<file path="src/rtl/pc_conf_router.sv">
// ============================================================================
// Module   : pc_conf_router
// Brief    : Routes host config words into a staged register bank or onto
//            per-channel deserializers that assemble CHAN_W-wide words.
// Revision : 1.0 - initial release
// ============================================================================
`default_nettype none

module pc_conf_router #(
  parameter int Nconf  = 16,
  parameter int Nreg   = 64,
  parameter int Nchan  = 4,
  parameter int CHAN_W = 51,
  parameter int STAGED = 1,
  parameter logic [Nreg-1:0][Nconf-1:0] RESET_VALS = '0,
  parameter int AW     = 8
) (
  input  logic                      clk,
  input  logic                      reset,
  input  logic                      in_v,
  output logic                      in_a,
  input  logic                      in_kind,
  input  logic [AW-1:0]             in_addr,
  input  logic [Nconf-1:0]          in_d,
  output logic [Nreg*Nconf-1:0]     conf_reg,
  output logic [Nchan-1:0]          out_v,
  output logic [Nchan*CHAN_W-1:0]   out_d,
  input  logic [Nchan-1:0]          out_a,
  output logic                      commit_pulse,
  output logic [7:0]                bad_addr_ct
);

  localparam int C_NCHUNK = (CHAN_W + Nconf - 1) / Nconf;
  localparam int C_CW     = (C_NCHUNK > 1) ? $clog2(C_NCHUNK) : 1;
  localparam int C_ASM_W  = (C_NCHUNK > 1) ? (C_NCHUNK - 1) * Nconf : 1;
  localparam logic [C_CW-1:0] C_LAST  = C_CW'(C_NCHUNK - 1);
  localparam logic [31:0]     C_NREG  = 32'(Nreg);
  localparam logic [31:0]     C_NCHAN = 32'(Nchan);

  logic [31:0]                  w_addr;
  logic                         w_is_commit;
  logic                         w_reg_wr;
  logic                         w_commit;
  logic                         w_bad;
  logic [Nchan-1:0]             w_sel;
  logic [Nchan-1:0]             w_ready;
  logic [Nchan-1:0]             w_take;
  logic [Nreg-1:0][Nconf-1:0]   r_live;
  logic [7:0]                   r_bad_ct;

  assign w_addr      = 32'(in_addr);
  assign w_is_commit = ~in_kind & (w_addr == C_NREG);
  assign w_reg_wr    = in_v & ~in_kind & (w_addr < C_NREG);
  assign w_commit    = in_v & w_is_commit & (STAGED != 0);
  // COMMIT address is only meaningful with a shadow bank; otherwise it is bad
  assign w_bad       = in_v & (in_kind ? (w_addr >= C_NCHAN)
                                       : ((w_addr > C_NREG) | (w_is_commit & (STAGED == 0))));

  // Only a full channel whose pending word is not being taken can stall the input
  assign in_a = ~|(w_sel & ~w_ready);

  assign conf_reg    = r_live;
  assign bad_addr_ct = r_bad_ct;

  always_ff @(posedge clk or negedge reset) begin
    if (!reset) begin
      r_bad_ct <= 8'd0;
    end else if (w_bad && (r_bad_ct != 8'hFF)) begin
      r_bad_ct <= r_bad_ct + 8'd1;
    end
  end

  generate
    if (STAGED != 0) begin : g_staged
      logic [Nreg-1:0][Nconf-1:0] r_shadow;
      logic                       r_commit_pulse;

      always_ff @(posedge clk or negedge reset) begin
        if (!reset) begin
          r_shadow <= RESET_VALS;
        end else begin
          for (int r = 0; r < Nreg; r++) begin
            if (w_reg_wr && (w_addr == 32'(r))) begin
              r_shadow[r] <= in_d;
            end
          end
        end
      end

      always_ff @(posedge clk or negedge reset) begin
        if (!reset) begin
          r_live         <= RESET_VALS;
          r_commit_pulse <= 1'b0;
        end else begin
          r_commit_pulse <= w_commit;
          if (w_commit) begin
            r_live <= r_shadow;
          end
        end
      end

      assign commit_pulse = r_commit_pulse;
    end else begin : g_direct
      always_ff @(posedge clk or negedge reset) begin
        if (!reset) begin
          r_live <= RESET_VALS;
        end else begin
          for (int r = 0; r < Nreg; r++) begin
            if (w_reg_wr && (w_addr == 32'(r))) begin
              r_live[r] <= in_d;
            end
          end
        end
      end

      assign commit_pulse = 1'b0;
    end
  endgenerate

  generate
    for (genvar c = 0; c < Nchan; c++) begin : g_chan
      logic [C_CW-1:0]    r_cnt;
      logic               r_out_v;
      logic [CHAN_W-1:0]  r_out_d;
      logic [C_ASM_W-1:0] r_asm;
      logic [CHAN_W-1:0]  w_word;

      assign w_sel[c]   = in_kind & (w_addr == 32'(c));
      assign w_ready[c] = (r_cnt != C_LAST) | ~r_out_v | out_a[c];
      assign w_take[c]  = in_v & w_sel[c] & w_ready[c];

      // Last chunk comes straight from the input; its bits above CHAN_W are dropped
      assign w_word = (C_NCHUNK > 1) ? CHAN_W'({in_d, r_asm}) : CHAN_W'(in_d);

      always_ff @(posedge clk or negedge reset) begin
        if (!reset) begin
          r_cnt   <= '0;
          r_out_v <= 1'b0;
          r_out_d <= '0;
          r_asm   <= '0;
        end else begin
          if (out_a[c]) begin
            r_out_v <= 1'b0;
          end
          if (w_take[c]) begin
            if (r_cnt == C_LAST) begin
              r_out_d <= w_word;
              r_out_v <= 1'b1;
              r_cnt   <= '0;
            end else begin
              for (int i = 0; i < C_ASM_W; i++) begin
                if (C_CW'(i / Nconf) == r_cnt) begin
                  r_asm[i] <= in_d[i % Nconf];
                end
              end
              r_cnt <= r_cnt + C_CW'(1);
            end
          end
        end
      end

      assign out_v[c]                    = r_out_v;
      assign out_d[c*CHAN_W +: CHAN_W]   = r_out_d;
    end
  endgenerate

endmodule

`default_nettype wire
</file>
<file path="config.mk">
export PLATFORM = sky130hd
export DESIGN_NAME = pc_conf_router
export DESIGN_NICKNAME = d
export VERILOG_FILES = /design/src/rtl/pc_conf_router.sv
export SDC_FILE = /design/constraint.sdc
export NUM_CORES = 2
export LEC_CHECK = 0
export ABC_AREA = 1
export CORE_AREA = 2 2 494 496
export DETAILED_ROUTE_END_ITERATION = 12
export DIE_AREA = 0 0 496 498
export GPL_TIMING_DRIVEN = 0
export PLACE_DENSITY_LB_ADDON = 0.08
export SLEW_MARGIN = 20
export SYNTH_ARGS = -nofsm -noshare
export SYNTH_HDL_FRONTEND = slang
export SYNTH_SLANG_ARGS = --single-unit
</file>
<file path="constraint.sdc">
create_clock -name clk -period 1.9 [get_ports clk]
set_clock_uncertainty 0.1 [all_clocks]
set_input_delay 0.475 -clock clk [delete_from_list [all_inputs] [get_ports clk]]
set_output_delay 0.475 -clock clk [all_outputs]
set_load 0.01 [all_outputs]
</file>
==> impl_results.md <==
- Status: complete, but fails checks
- Failing checks: hold timing, setup timing
- Worst path bufs/invs: 2
- Final cycle utilization of the critical path: 146.8%
- Antenna viol nets, final: 0
- Total gr overflow: 0
- Final Worst Setup Slack: -888.6 ps
- Synthesis warning total: 0
- Critical path cell sequence: ha_4, nand2_4, nor2_4, inv_1, o22ai_2, nor2_1, buf_4
- Startpoint types: flip-flop
- Drt drc: 0
- Nets: 11.67k
- Clock latency on the worst-skew pair: 940 ps
- Post-synth EDFFs: 0
- CP top delay family: flip-flops
- CTS sink cnt: 2465
- # hold bufs at CTS: 5
- Least-Margin Pin Slew: 1204 ps
- Crit path DAT: 2210 ps
- Leakage: 63.33 nW
- CTS tree: done
- Syn Area/Cell: 9.457 um2
- FFs w/ async S/R, synth: 100.0%
- Max Cap Violations: 0
- CTS root buffer: clkbuf_16
- Top area cells in the synthesized netlist: dfrtp_1 66%, nand2_1 16%, o21ai_0 11%
- Hold Path Class: in -> async
- CP Max Fanout: 5
- VDD IR-drop max: 582.7 uV
- Initial antenna violation count: 36
- Clock transition at path regs: 60 ps
- FP Rows: 181
- Port buffer count: 1273
- Final min period: 2789 ps
- Placer Congestion: 0.8891
- FMAX: 0.3586 GHz
- WL/cell: 25.96 um
- Mapped cell area: 93030 um2
- Pin count of the biggest net entering global routing: 147
- Max-slew headroom: 19.72%
- Share of layout cells above drive strength 1: 17.96%
- CP Capture Type: output port
- Max-slew violation count: 0
- Syn nets: 9886
- Worst hold margin: -635.4 ps
- CTS Buf Count: 284
- Starting Density: 38.46%
- CTS Buffer Depth: 4
- Count leader, synth: nand2_1
- Setup CP Type: reg -> out
- Final Setup Violations: 2740
- Core region area: 241900 um2
- Synth top cells by count: 3942 x nand2_1, 2465 x dfrtp_1, 2059 x o21ai_0
- DR pass1 iterations: 6
- Main flop type after synthesis: dfrtp_1
- Critical Path Max Stage Delay: 410 ps
- Area grow syn2layout: 31.23%
- Chip height: 498 um
- Detail Placement HPWL: 277.8 mm
- Power Density: 915.9 nW/um2
- Non-Filler Instances: 15.02k
- Iter 0 DRT Violations: 6436
- Vias: 78.53k
- CTS HTree Levels: 5
- Synth Register Bits: 2465
- GRT Total Usage: 30.85%
- Max stage delay cell, worst path: dfrtp_1
- Die X-Extent: 496 um
- Pre-CTS setup slack: -2905 ps
- RSZ-0062 raised after global routing: true
- Yosys top cell by area: dfrtp_1
- Post-Route WL: 390.0 mm
- Count of cell types in the netlist: 26
- Placed cell count: 14.33k
- Vias in the first global route: 77.12k
- CP required: 1320 ps
- Post-Synthesis Cells: 9837
- Die Footprint: 247000 um2
- Post-synth top area share: 66.31%
- Seq/Total Area, Yosys: 66.31%
- First-pass GRT wire length: 551.4 mm
- Final Hold Vio Count: 594
- DR vias/cell: 5.227
- Io pins: 1274
## per-stage QoR
stage	hold WS (ps)	total power, W	TNS, ps	util [%]	area [um2]
after floorplan	79.41	0.05523	-356.6	-	93090
after global placement	355.8	0.05717	-	45.41	109800
after detailed placement	357.9	0.05807	-7229800	45.67	110500
after CTS	-598.6	0.1126	-1326460	50.00	120900
after global routing	-665.2	0.1152	-745980	50.47	122100
final	-635.4	0.1118	-459910	50.47	122100
## area by class of cell
| type | count | area, um2 |
|---|---|---|
| diodes | 9 | 22.52 |
| plain buffers | 763 | 3575 |
| clock buffers | 417 | 8474 |
| clock inverters | 63 | 683.2 |
| fillers | 22800 | 119800 |
| inverters | 58 | 255.2 |
| multi-input cells | 6539 | 28600 |
| flip-flops and latches | 2465 | 61870 |
| well taps | 3202 | 4006 |
| repair buffers | 1507 | 14590 |
## worst paths after layout
path                                              from               endpoint  slack, ps  cells past startpoint
min in group clk                              out_a[1]      g_chan[1].r_out_v        130                      2
worst max-delay path                g_chan[2].r_cnt[1]                   in_a       -890                      7
worst max register to register      g_chan[1].r_cnt[0]  g_chan[1].r_out_d[36]       -500                     14
worst min-delay path                             reset   g_staged.r_shadow[6]       -640                      1
max in group asynchronous                        reset         bad_addr_ct[6]        -90                      4
worst min register to register  g_staged.r_shadow[203]          conf_reg[203]        340                      2
## power by group
group	leakage, nW	internal [W]	total, W	switching [W]
Sequential	34.1	0.0529	0.0532	0.000292
Clock	4.52	0.0324	0.0544	0.0220
Combinational	24.7	0.000844	0.00419	0.00335
Total	63.3	0.0862	0.112	0.0256
## cell usage in the layout (no fill, tap or decap), types with 29 or more instances in the layout
cell	instances
clkbuf_2	431
buf_2	114
o21ai_0	2057
buf_4	187
dfrtp_1	2318
clkbuf_8	77
clkbuf_16	299
nor2_4	29
nand2_2	32
o21ai_1	65
nand2_1	3901
inv_1	35
nand3_1	363
dfrtp_2	147
clkinv_2	46
buf_6	600
clkdlybuf4s50_1	382
clkbuf_1	508
## cell families (layout without fill, tap and decap cells)
family | after synthesis | count (layout) | share of synthesized area, %
fa+ha+maj | 17 | 17 | 0.2286
flops | 2465 | 2465 | 66.31
simple gates | 4393 | 4393 | 18.42
compound gates | 2124 | 2124 | 11.43
xor+xnor | 5 | 5 | 0.04707
buf+inv | 833 | 2808 | 3.568
other cells | 0 | 9 | 0
## timing repair
| action | in CTS | in global routing |
|---|---|---|
| pin swaps | 23 | 18 |
| hold endpoints to repair | 133 | 517 |
| gates cloned | 3 | 13 |
| buffers inserted | 49 | 143 |
| setup endpoints to repair | 4795 | 4491 |
| gates resized for setup | 414 | 3863 |
## layer usage
| layer | GRT usage, % | routed length [um] | up-vias |
|---|---|---|---|
| met2 | 47.80 | 177200 | 2848 |
| met1 | 39.49 | 155900 | 39610 |
| met4 | 14.60 | 21380 | 16 |
| li1 | - | - | 35400 |
| met5 | 0 | 112 | - |
| met3 | 9.296 | 35530 | 667 |
(Power assumes the default switching activity.)
